File: config.mk
export PLATFORM = sky130hd
export DESIGN_NAME = video_stream_gen
export DESIGN_NICKNAME = d
export VERILOG_FILES = /design/src/rtl/video_stream_gen.sv
export SDC_FILE = /design/constraint.sdc
export NUM_CORES = 1
export LEC_CHECK = 0
export ABC_AREA = 1
export CORE_MARGIN = 1.5
export CORE_UTILIZATION = 38
export CTS_CLUSTER_DIAMETER = 100
export DETAILED_ROUTE_END_ITERATION = 12
export GPL_TIMING_DRIVEN = 0
export PLACE_DENSITY = 0.56
export RECOVER_POWER = 100
export SLEW_MARGIN = 20
export SYNTH_ARGS = -nofsm -noshare
export SYNTH_HDL_FRONTEND = slang
export SYNTH_SLANG_ARGS = --single-unit
File: constraint.sdc
create_clock -name clk -period 7.25 [get_ports clk]
set_clock_uncertainty 0.2 [all_clocks]
set_input_delay 0.725 -clock clk [delete_from_list [all_inputs] [get_ports clk]]
set_output_delay 0.725 -clock clk [all_outputs]
set_load 0.005 [all_outputs]
File: src/rtl/video_stream_gen.sv
// Test video source: programmable frame timing, sparse pixel cadence
// and four selectable test patterns on a registered do/de/hs/vs stream.
module video_stream_gen #(
  parameter int PIXEL_WIDTH = 12,
  parameter int SPARSE      = 0
) (
  input  logic                   clk,
  input  logic                   rst,
  input  logic                   en_i,
  input  logic [15:0]            reg_h_act,
  input  logic [15:0]            reg_h_blank,
  input  logic [15:0]            reg_v_act,
  input  logic [15:0]            reg_v_blank,
  input  logic [1:0]             reg_pattern,
  output logic [PIXEL_WIDTH-1:0] do_o,
  output logic                   de_o,
  output logic                   hs_o,
  output logic                   vs_o,
  output logic                   busy_o,
  output logic [15:0]            frame_cnt_o
);

  localparam logic [15:0] PH_LAST = 16'(SPARSE);

  typedef enum logic [1:0] {
    IDLE,
    ACT,
    HBLANK,
    VACT
  } state_t;

  state_t state_q, state_d;

  logic [15:0] x_q, x_d;
  logic [15:0] ph_q, ph_d;
  logic [15:0] b_q, b_d;
  logic [16:0] y_q, y_d;
  logic [15:0] fc_q, fc_d;

  logic [15:0] ha_q, ha_d;
  logic [15:0] hb_q, hb_d;
  logic [15:0] va_q, va_d;
  logic [15:0] vb_q, vb_d;
  logic [1:0]  pat_q, pat_d;

  logic [PIXEL_WIDTH-1:0] do_q, do_d;
  logic de_q, de_d;
  logic hs_q, hs_d;
  logic vs_q, vs_d;
  logic busy_q, busy_d;

  logic                   start_ok;
  logic                   load;
  logic                   last_line;
  logic                   act_line;
  logic [16:0]            lines;
  logic [PIXEL_WIDTH-1:0] pix;

  always_comb begin
    state_d = state_q;
    x_d     = x_q;
    ph_d    = ph_q;
    b_d     = b_q;
    y_d     = y_q;
    fc_d    = fc_q;
    ha_d    = ha_q;
    hb_d    = hb_q;
    va_d    = va_q;
    vb_d    = vb_q;
    pat_d   = pat_q;
    load    = 1'b0;
    pix     = '0;

    start_ok  = en_i && (reg_h_act != 16'd0)
                && (reg_v_act != 16'd0);
    lines     = {1'b0, va_q} + {1'b0, vb_q};
    last_line = (y_q == lines - 17'd1);
    act_line  = (y_q < {1'b0, va_q});

    unique case (state_q)
      IDLE: begin
        if (start_ok) begin
          state_d = ACT;
          load    = 1'b1;
        end
      end
      ACT, VACT: begin
        if (ph_q == PH_LAST) begin
          ph_d = 16'd0;
          if (x_q == ha_q - 16'd1) begin
            x_d     = 16'd0;
            b_d     = 16'd0;
            state_d = HBLANK;
          end else begin
            x_d = x_q + 16'd1;
          end
        end else begin
          ph_d = ph_q + 16'd1;
        end
      end
      HBLANK: begin
        if (b_q == hb_q - 16'd1) begin
          b_d = 16'd0;
          if (last_line) begin
            fc_d = fc_q + 16'd1;
            if (start_ok) begin
              state_d = ACT;
              load    = 1'b1;
            end else begin
              state_d = IDLE;
            end
          end else begin
            y_d = y_q + 17'd1;
            if (y_q + 17'd1 < {1'b0, va_q})
              state_d = ACT;
            else
              state_d = VACT;
          end
        end else begin
          b_d = b_q + 16'd1;
        end
      end
    endcase

    // Zero blanking is widened to one so hs/vs are always visible.
    if (load) begin
      ha_d  = reg_h_act;
      hb_d  = (reg_h_blank == 16'd0) ? 16'd1 : reg_h_blank;
      va_d  = reg_v_act;
      vb_d  = (reg_v_blank == 16'd0) ? 16'd1 : reg_v_blank;
      pat_d = reg_pattern;
      x_d   = 16'd0;
      ph_d  = 16'd0;
      b_d   = 16'd0;
      y_d   = 17'd0;
    end

    unique case (pat_q)
      2'd0: pix = PIXEL_WIDTH'(x_q);
      2'd1: pix = PIXEL_WIDTH'(y_q);
      2'd2: pix = {PIXEL_WIDTH{x_q[3] ^ y_q[3]}};
      2'd3: pix = PIXEL_WIDTH'(x_q + fc_q);
    endcase

    de_d   = (state_q == ACT) && (ph_q == 16'd0);
    do_d   = de_d ? pix : '0;
    hs_d   = (state_q == HBLANK);
    vs_d   = (state_q == VACT)
             || ((state_q == HBLANK) && !act_line);
    busy_d = (state_q != IDLE);
  end

  always_ff @(posedge clk) begin
    if (rst) begin
      state_q <= IDLE;
      x_q     <= '0;
      ph_q    <= '0;
      b_q     <= '0;
      y_q     <= '0;
      fc_q    <= '0;
      ha_q    <= '0;
      hb_q    <= '0;
      va_q    <= '0;
      vb_q    <= '0;
      pat_q   <= '0;
      do_q    <= '0;
      de_q    <= 1'b0;
      hs_q    <= 1'b0;
      vs_q    <= 1'b0;
      busy_q  <= 1'b0;
    end else begin
      state_q <= state_d;
      x_q     <= x_d;
      ph_q    <= ph_d;
      b_q     <= b_d;
      y_q     <= y_d;
      fc_q    <= fc_d;
      ha_q    <= ha_d;
      hb_q    <= hb_d;
      va_q    <= va_d;
      vb_q    <= vb_d;
      pat_q   <= pat_d;
      do_q    <= do_d;
      de_q    <= de_d;
      hs_q    <= hs_d;
      vs_q    <= vs_d;
      busy_q  <= busy_d;
    end
  end

  assign do_o        = do_q;
  assign de_o        = de_q;
  assign hs_o        = hs_q;
  assign vs_o        = vs_q;
  assign busy_o      = busy_q;
  assign frame_cnt_o = fc_q;

endmodule

Yosys cells after proc, flatten, opt, wreduce, memory -nomap -nowiden
Cells that the tools add are included.
{"block": "word_totals", "output_inout_bits": 32, "word_cells": 88, "register_bits": 165}
{"block": "classes", "reduce_logical": 23, "order_cmp": 2, "add_sub_neg": 10, "n_eq_ne": 13, "bitwise": 3, "muxes": 21}
{"operator": "2-to-1 mux 16 bit", "count": 7}
{"operator": "adder 16 x 1 -> 16 bit, second input constant", "count": 4}
{"operator": "zero test 16 bit", "count": 3}
{"operator": "one-hot mux 12 bit (4 select lines)", "count": 1}
{"operator": "less-than comparator 17 x 16 -> 1 bit", "count": 2}
{"operator": "equality test 16 bit", "count": 2}
{"operator": "one-hot mux 16 bit (2 select lines)", "count": 1}
{"operator": "nonzero test 16 bit", "count": 2}
{"operator": "subtractor 16 x 1 -> 16 bit, second input constant", "count": 2}
{"operator": "adder 16 x 16 -> 17 bit", "count": 1}
{"operator": "adder 17 x 1 -> 17 bit, second input constant", "count": 1}
{"operator": "equality test 17 bit", "count": 1}
{"operator": "subtractor 17 x 1 -> 17 bit, second input constant", "count": 1}
{"operator": "adder 12 bit", "count": 1}
{"operator": "2-to-1 mux 2 bit", "count": 6}
{"operator": "AND reduction 3 bit", "count": 3}
{"operator": "equality test 2 bit, second input constant", "count": 4}
{"operator": "!= test 2 bit, second input constant", "count": 3}
{"operator": "one-hot mux 2 bit (3 select lines)", "count": 1}
{"operator": "OR reduction 2 bit", "count": 3}
{"operator": "equality test 2 x 1 -> 1 bit, second input constant", "count": 2}
{"operator": "logical AND 1 bit", "count": 4}
{"operator": "zero test 2 bit", "count": 2}
{"operator": "2-to-1 mux 1 bit", "count": 4}
{"operator": "other kinds (9)", "count": 11}

Depth between registers and ports, before layout
Gate-level depths: netlist (run 1).
{"block": "depth", "word_depth": 8, "ltp_mapped": 26}

Worst setup path after synthesis (run 1)
Ideal clock, no wire load.
{"block": "synth_timing", "kind": "reg-to-reg", "startpoint": "register va_q[1]", "endpoint": "register ph_q[0]", "setup_time_ns": 0.117, "t_arrival_ns": 2.836, "setup_slack_ns": 4.097, "t_required_ns": 6.933, "stages_incl_launch_ff": 23, "path_buffers": 2, "cell_sequence": "dfxtp_1 > inv_1 > ha_1 > inv_1 > ha_1 > inv_1 > fa_1 > inv_1 > nand2_1 > nand2_1 > nand2_1 > xnor2_1 > nand2_1 > nor2_1 > nand3_1 > nor2_1 > nand3_1 > o21bai_2 > nand2_1 > nand2_1 > buf_4 > buf_6 > nor2_1"}
{"block": "synth_between", "elab_chain_cells": 7}
{"item": "start, declared", "line": "42", "source": "logic [15:0] va_q, va_d;"}
{"item": "start signal, assigned", "line": "180", "source": "va_q <= va_d;"}
{"item": "adder 16 x 16 -> 17 bit", "line": "76", "source": "lines = {1'b0, va_q} + {1'b0, vb_q};"}
{"item": "subtractor 17 x 1 -> 17 bit", "line": "77", "source": "last_line = (y_q == lines - 17'd1);"}
{"item": "equality test 17 bit", "line": "77"}
{"item": "2-to-1 mux 1 bit", "line": "104", "source": "if (last_line) begin"}
{"item": "2-to-1 mux 1 bit", "line": "102", "source": "if (b_q == hb_q - 16'd1) begin"}
{"item": "one-hot mux 1 bit (2 select lines)", "line": "80", "source": "unique case (state_q)"}
{"item": "OR reduction 2 bit (no line)"}
{"item": "end signal, assigned", "line": "174", "source": "ph_q <= ph_d;"}
{"item": "end, declared", "line": "35", "source": "logic [15:0] ph_q, ph_d;"}
Every way passes these cells.
A chain may end at the register's enable or synchronous reset.

Worst setup path in the final report (run 1)
{"block": "layout_timing", "startpoint": "register va_q[1]", "endpoint": "register y_q[4]"}
{"block": "layout_between", "elab_chain_cells": 7, "elab_cells_between_ends": 9}
{"item": "adder 16 x 16 -> 17 bit (*)", "line": "76"}
{"item": "subtractor 17 x 1 -> 17 bit (*)", "line": "77"}
{"item": "equality test 17 bit (*)", "line": "77"}
{"item": "2-to-1 mux 1 bit", "line": "104"}
{"item": "2-to-1 mux 1 bit", "line": "102"}
{"item": "one-hot mux 1 bit (2 select lines)", "line": "80"}
{"item": "OR reduction 2 bit (no line)"}
{"item": "end signal, assigned", "line": "176", "source": "y_q <= y_d;"}
{"item": "end, declared", "line": "37", "source": "logic [16:0] y_q, y_d;"}
Mark *: on every way between the ends. The rest lies on a longest branch, timed or not.

==> flow_summary.ini, run 1 <==
[outcome]
status = finished, final reports clean

[global_routing]
antenna_found_initial = 0
gr-usage-all-layers = 0.229
grt_overflow = 0
grt_max_degree = 17
grt_pass1_vias = 11400
grt_pass1_wl_mm = 59.7

[finish]
final_cells = 2477
drive_above_1_share = 0.0308
utilization = 0.452
final_cell_area_sq_mm = 0.0143
antenna_cells = 0
final_nets = 2213
syn_to_final_growth_pct = 16.9

[worst_setup_path]
critPathLaunchType = flop
rrSetupSlack_ns = 1.88
arrival_ns = 5.47
path_class = flop to flop
crit_chain = inv_1 -> ha_1 -> inv_1 -> ha_1 -> inv_1 -> fa_1 -> inv_1 -> nand2_1 -> nand2_1 -> nand2_1 -> xnor2_1 -> nand2_1 -> nor2_1 -> nand3_1 -> nor2_1 -> nand3_1 -> o21bai_1 -> nand2_1 -> nand2_1 -> clkbuf_1 -> clkbuf_1 -> nor2_1
slowest_delay_ns = 0.72
rr_startpoint = va_q[1]$_SDFFE_PP0P_
reg2reg_to = y_q[4]$_SDFFE_PP0P_
endpoint_kind = flop
cp_common_cell = nand2_1
crit_required_ns = 7.35
critPathSlowestCell = o21bai_1
cp_max_fo = 10
ff2ff_path_depth = 22

[flow_run]
cap_viol_max_count = 0

[synth]
synthAdderAreaFrac = 0.0852
synth.area.mux_share = 0.000819
synth-simple-area-share = 0.353
netlist_area_sq_mm = 0.0122
syn_area_per_cell_sq_um = 6.29
synth_common_cells = 386 x nand2_1, 346 x inv_1, 265 x nor2_1
yosysSeqAreaShare = 0.270
synth-xor-area-share = 0.0742
synth.most_common_cell = nand2_1
ys_ff_latch = 165
synth_ff_type = dfxtp_1
yosys.cell_types.count = 47
synth_top_family_by_area = simple AND/OR/NAND/NOR gates
synth_largest_area_cell = dfxtp_1
ys_async_sr_fraction = 0
synth_top_area_frac = 0.270
synth_compound_gate_area_share = 0.0847
synthCells = 1943
synth_edf_count = 0
yosys_warnings = 0
syn_nets = 2094
synthTopCellsByArea = dfxtp_1 27%, nand2_1 12%, inv_1 11%

[cts]
clk-insertion-delay-late_ns = 0.44
post_cts_buffers = 0
cts_sinks = 165
numCtsBuffers = 17
cts_tree = done
clockBufferDepth = 2
hold_buffers = 0
cts_root_buf = clkbuf_16
post_cts_resized = 0
clk_pin_slew_worst_paths_ns = 0.07
htreeDepth = 4

[drt]
avgViaCountPerCell = 4.97
drtIter0Drc = 861
drt-wirelength-per-cell_microns = 15.1
ant_nets = 0
first_pass_iters = 6
vias = 12300
drc = 0
wirelength_mm = 37.3

[sta]
fin_tns_setup_ns = 0
final.min_clock_period_ns = 5.37
hold_viol_final = 0
worstMarginPinSlew_ns = 0.879
max_freq_mhz = 186
fin_crit_sh = 0.741
slew_viol_final = 0
whs_ns = 0.281
rsz0062_at_grt = false
finalWorstSetupSlack_ns = 1.88
slew_headroom = 0.409
setup_violations = 0

[min_path]
min_from = vb_q[14]$_SDFFE_PP0P_
min_path_cells = 2
min_path_type = flop to flop
min_to = vb_q[14]$_SDFFE_PP0P_

[power]
p_leak_nw = 6.80
finalPower_mw = 3.13
peakVddDrop_mv = 0.117
power.density_mw_per_mm2 = 219

[placement]
place_congestion = 0.897
pre_cts_slack_ns = 2.95
dp_cells = 2445
dp_hpwl_mm = 30.2
port-buffer-count = 100
dpl_cell_area_sq_mm = 0.0137

[die]
io_pins = 101
die_h_microns = 182
dieArea_sq_mm = 0.0332
rows = 65
die_w_microns = 182
core_sq_mm = 0.0316
initial_core_util = 0.386
==> layer usage <==
metal	track usage	share of wire
met1	0.310	0.49
met2	0.386	0.46
met3	0.0235	0.035
met4	0.0612	0.018
met5	0	0
==> cell families (layout without fill, tap and decap cells) <==
logic type,Yosys count,in the layout
and+or+nand+nor,992,992
buffers and inverters,411,543
AOI/OAI and AO/OA,190,190
DFF,165,165
xor gates and xnor gates,102,102
adders and majority gates,82,82
muxes,1,1
==> layout make-up <==
type / instances / area [sq um]
Inverter: 353 / 1330
Multi-Input combinational cell: 1367 / 7300
Timing Repair Buffer: 100 / 1000
Fill cell: 3354 / 17400
Sequential cell: 165 / 3300
Buffer: 58 / 231
Clock buffer: 20 / 447
Tap cell: 402 / 503
Clock inverter: 12 / 176
==> layout by cell type, fill, tap and decap left out, drive strengths merged, types with 3 or more instances in the layout <==
cell type | Yosys | final
and2 | 3 | 3
a211oi | 3 | 3
xor2 | 72 | 72
xnor2 | 29 | 29
nand3b | 11 | 11
clkinv | 3 | 8
o21ai | 43 | 43
nor3b | 3 | 3
nor3 | 41 | 41
nand2 | 387 | 387
clkdlybuf4s50 | 0 | 67
ha | 80 | 80
a21o | 4 | 4
nand4 | 39 | 39
nor2 | 270 | 270
nand3 | 203 | 203
a221oi | 6 | 6
dfxtp | 165 | 165
dlygate4sd3 | 0 | 33
bufinv | 0 | 4
buf | 34 | 16
nor4 | 19 | 19
inv | 350 | 351
clkbuf | 24 | 62
or2 | 14 | 14
a21oi | 119 | 119
==> critical path, delay by kind of cell (launching register included) <==
family / cells / cell delay [ns]
compound gates: 1 / 0.72
xor+xnor: 1 / 0.20
fa+ha+maj: 3 / 0.84
buf+inv: 6 / 1.39
flops: 1 / 0.33
simple gates: 11 / 1.53
==> power breakdown <==
| group | internal (mW) | switching, mW | total (mW) |
|---|---|---|---|
| logic | 0.414 | 0.716 | 1.13 |
| clock network | 0.586 | 0.404 | 0.991 |
| registers | 0.963 | 0.0488 | 1.01 |
==> registers in the layout (all words and copies together), names as in the netlist, 12 cells and up <==
| signal | count |
|---|---|
| vb_q | 16 |
| x_q | 16 |
| do_o | 12 |
| y_q | 17 |
| b_q | 16 |
| va_q | 16 |
| hb_q | 16 |
| ph_q | 16 |
| ha_q | 16 |
| frame_cnt_o | 16 |
==> worst max path at each step <==
stage,start,end,slack [ns],cells after the start
6_report,va_q[1]$_SDFFE_PP0P_,y_q[4]$_SDFFE_PP0P_,1.88,22
5_1_grt,va_q[1]$_SDFFE_PP0P_,y_q[2]$_SDFFE_PP0P_,1.51,24
4_1_cts,va_q[1]$_SDFFE_PP0P_,ha_q[12]$_SDFFE_PP0P_,2.94,24
3_5_place_dp,va_q[1]$_SDFFE_PP0P_,ha_q[12]$_SDFFE_PP0P_,2.95,24
3_3_place_gp,va_q[1]$_SDFFE_PP0P_,vb_q[1]$_SDFFE_PP0P_,3.01,24
2_1_floorplan,va_q[1]$_SDFFE_PP0P_,ph_q[0]$_SDFFE_PP0N_,4.10,22
(Power assumes the default switching activity.)
==> run 2: changes to the inputs <==
clock period = 5.1 ns   (was 7.25 ns; I/O delays follow)
==> flow_summary.ini, run 2 (synthesized netlist as in run 1, its figures left out) <==
[finish]
layout_common_cells = 387 x nand2_1, 346 x inv_1, 265 x nor2_1, 202 x nand3_1, 165 x dfxtp_1
final_cell_area_sq_mm = 0.0143
antenna_cells = 0
layout_commonest_cell = nand2_1
drive_above_1_share = 0.0337
regMostFlops = y_q
syn_to_final_growth_pct = 17.1
final_cells = 2477
utilization = 0.452
largest_reg_flops = 17
nFillCells = 3348
final_nets = 2213

[worst_setup_path]
crit_required_ns = 5.19
cp_max_fo = 10
path_class = flop to flop
arrival_ns = 4.63
endpoint_kind = flop
critPathLaunchType = flop

[cts]
htreeDepth = 4
clk_pin_slew_worst_paths_ns = 0.07
hold_buffers = 0
cts_sinks = 165
cts_tree = done
clk-insertion-delay-late_ns = 0.44
post_cts_buffers = 0
post_cts_resized = 0
numCtsBuffers = 17
clockBufferDepth = 2
cts_root_buf = clkbuf_16

[power]
power_frac_clock = 0.316
switching_share = 0.373
peakVddDrop_mv = 0.166
p_sw_mw = 1.66
power.density_mw_per_mm2 = 312
p_int_mw = 2.79
p_leak_nw = 6.82
p_seq_frac = 0.323
combPwrFrac = 0.361

[die]
die_w_microns = 182
initial_core_util = 0.386
core_sq_mm = 0.0316
rows = 65
die_h_microns = 182
dieArea_sq_mm = 0.0332
io_pins = 101

[sta]
slew_viol_final = 0
worstMarginPinSlew_ns = 0.856
fin_tns_setup_ns = 0
fin_crit_sh = 0.889
slew_headroom = 0.425
hold_viol_final = 0
final.min_clock_period_ns = 4.54
setup_violations = 0
max_freq_mhz = 220
rsz0062_at_grt = false
finalWorstSetupSlack_ns = 0.565

[global_routing]
grt_max_degree = 17
grt_pass1_vias = 11400
grt_overflow = 0
gr-usage-all-layers = 0.229
grt_pass1_wl_mm = 59.7
antenna_found_initial = 0

[drt]
drc = 0
ant_nets = 0
wirelength_mm = 37.3
vias = 12300
drt-wirelength-per-cell_microns = 15.1
drtIter0Drc = 847
avgViaCountPerCell = 4.97
first_pass_iters = 6

[placement]
place_congestion = 0.897
dp_hpwl_mm = 30.2
port-buffer-count = 100
dpl_cell_area_sq_mm = 0.0137
pre_cts_slack_ns = 0.804
dp_cells = 2445

[outcome]
status = finished, final reports clean

[flow_run]
cap_viol_max_count = 0

[min_path]
min_path_type = flop to flop
## run 2: power groups by stage
stage	clock network (mW)	registers, mW	logic, mW
after global routing	1.48	1.45	1.85
final	1.41	1.44	1.61
after CTS	1.43	1.44	1.62
after detailed placement	0	1.47	1.61
after floorplan	0	1.45	1.19
after global placement	0	1.47	1.60
## run 2: metrics by stage
step / power [mW] / hold slack (ns)
2_1_floorplan: 2.64 / 0.252
4_1_cts: 4.49 / 0.284
6_report: 4.46 / 0.280
3_5_place_dp: 3.08 / 0.267
5_1_grt: 4.78 / 0.306
3_3_place_gp: 3.06 / 0.264
## run 2: layer usage
metal  GRT usage  up-vias  wire, microns
met5           0        -              0
met4      0.0612        0            639
met3      0.0235       33           1330
met2       0.386      245          17200
met1       0.310     5634          18200
li1            -     6409              -
## run 2: path summary, 6_finish.rpt
path / start / slack [ns] / depth (start not counted) / end
max: va_q[1]$_SDFFE_PP0P_ / 0.56 / 21 / b_q[8]$_SDFFE_PP0P_
min: vb_q[14]$_SDFFE_PP0P_ / 0.28 / 2 / vb_q[14]$_SDFFE_PP0P_
max reg2reg: va_q[1]$_SDFFE_PP0P_ / 0.56 / 21 / b_q[8]$_SDFFE_PP0P_
min reg2reg: vb_q[14]$_SDFFE_PP0P_ / 0.28 / 2 / vb_q[14]$_SDFFE_PP0P_
## run 2: cell type report
cell class | count | area [sq um] | area share
repair buffers | 100 | 1000 | 0.0700
plain buffers | 58 | 250 | 0.0175
flip-flops and latches | 165 | 3300 | 0.231
clock buffers | 20 | 447 | 0.0312
well taps | 402 | 503 | 0.0352
clock inverters | 12 | 176 | 0.0123
inverters | 353 | 1330 | 0.0926
multi-input cells | 1367 | 7300 | 0.510
## run 2: critical path: stages (launching register included)
cell      delay, ns
dfxtp_1        0.33
inv_1          0.10
ha_1           0.30
inv_1          0.06
ha_1           0.16
inv_1          0.05
fa_1           0.38
inv_1          0.08
nand2_1        0.09
nand2_1        0.13
nand2_1        0.08
xnor2_1        0.20
nand2_1        0.08
nor2_1         0.18
nand3_1        0.09
nor2_1         0.10
nand3_1        0.21
o21bai_2       0.48
nand2_1        0.25
nand2_1        0.17
clkbuf_1       0.52
nor2_1         0.15
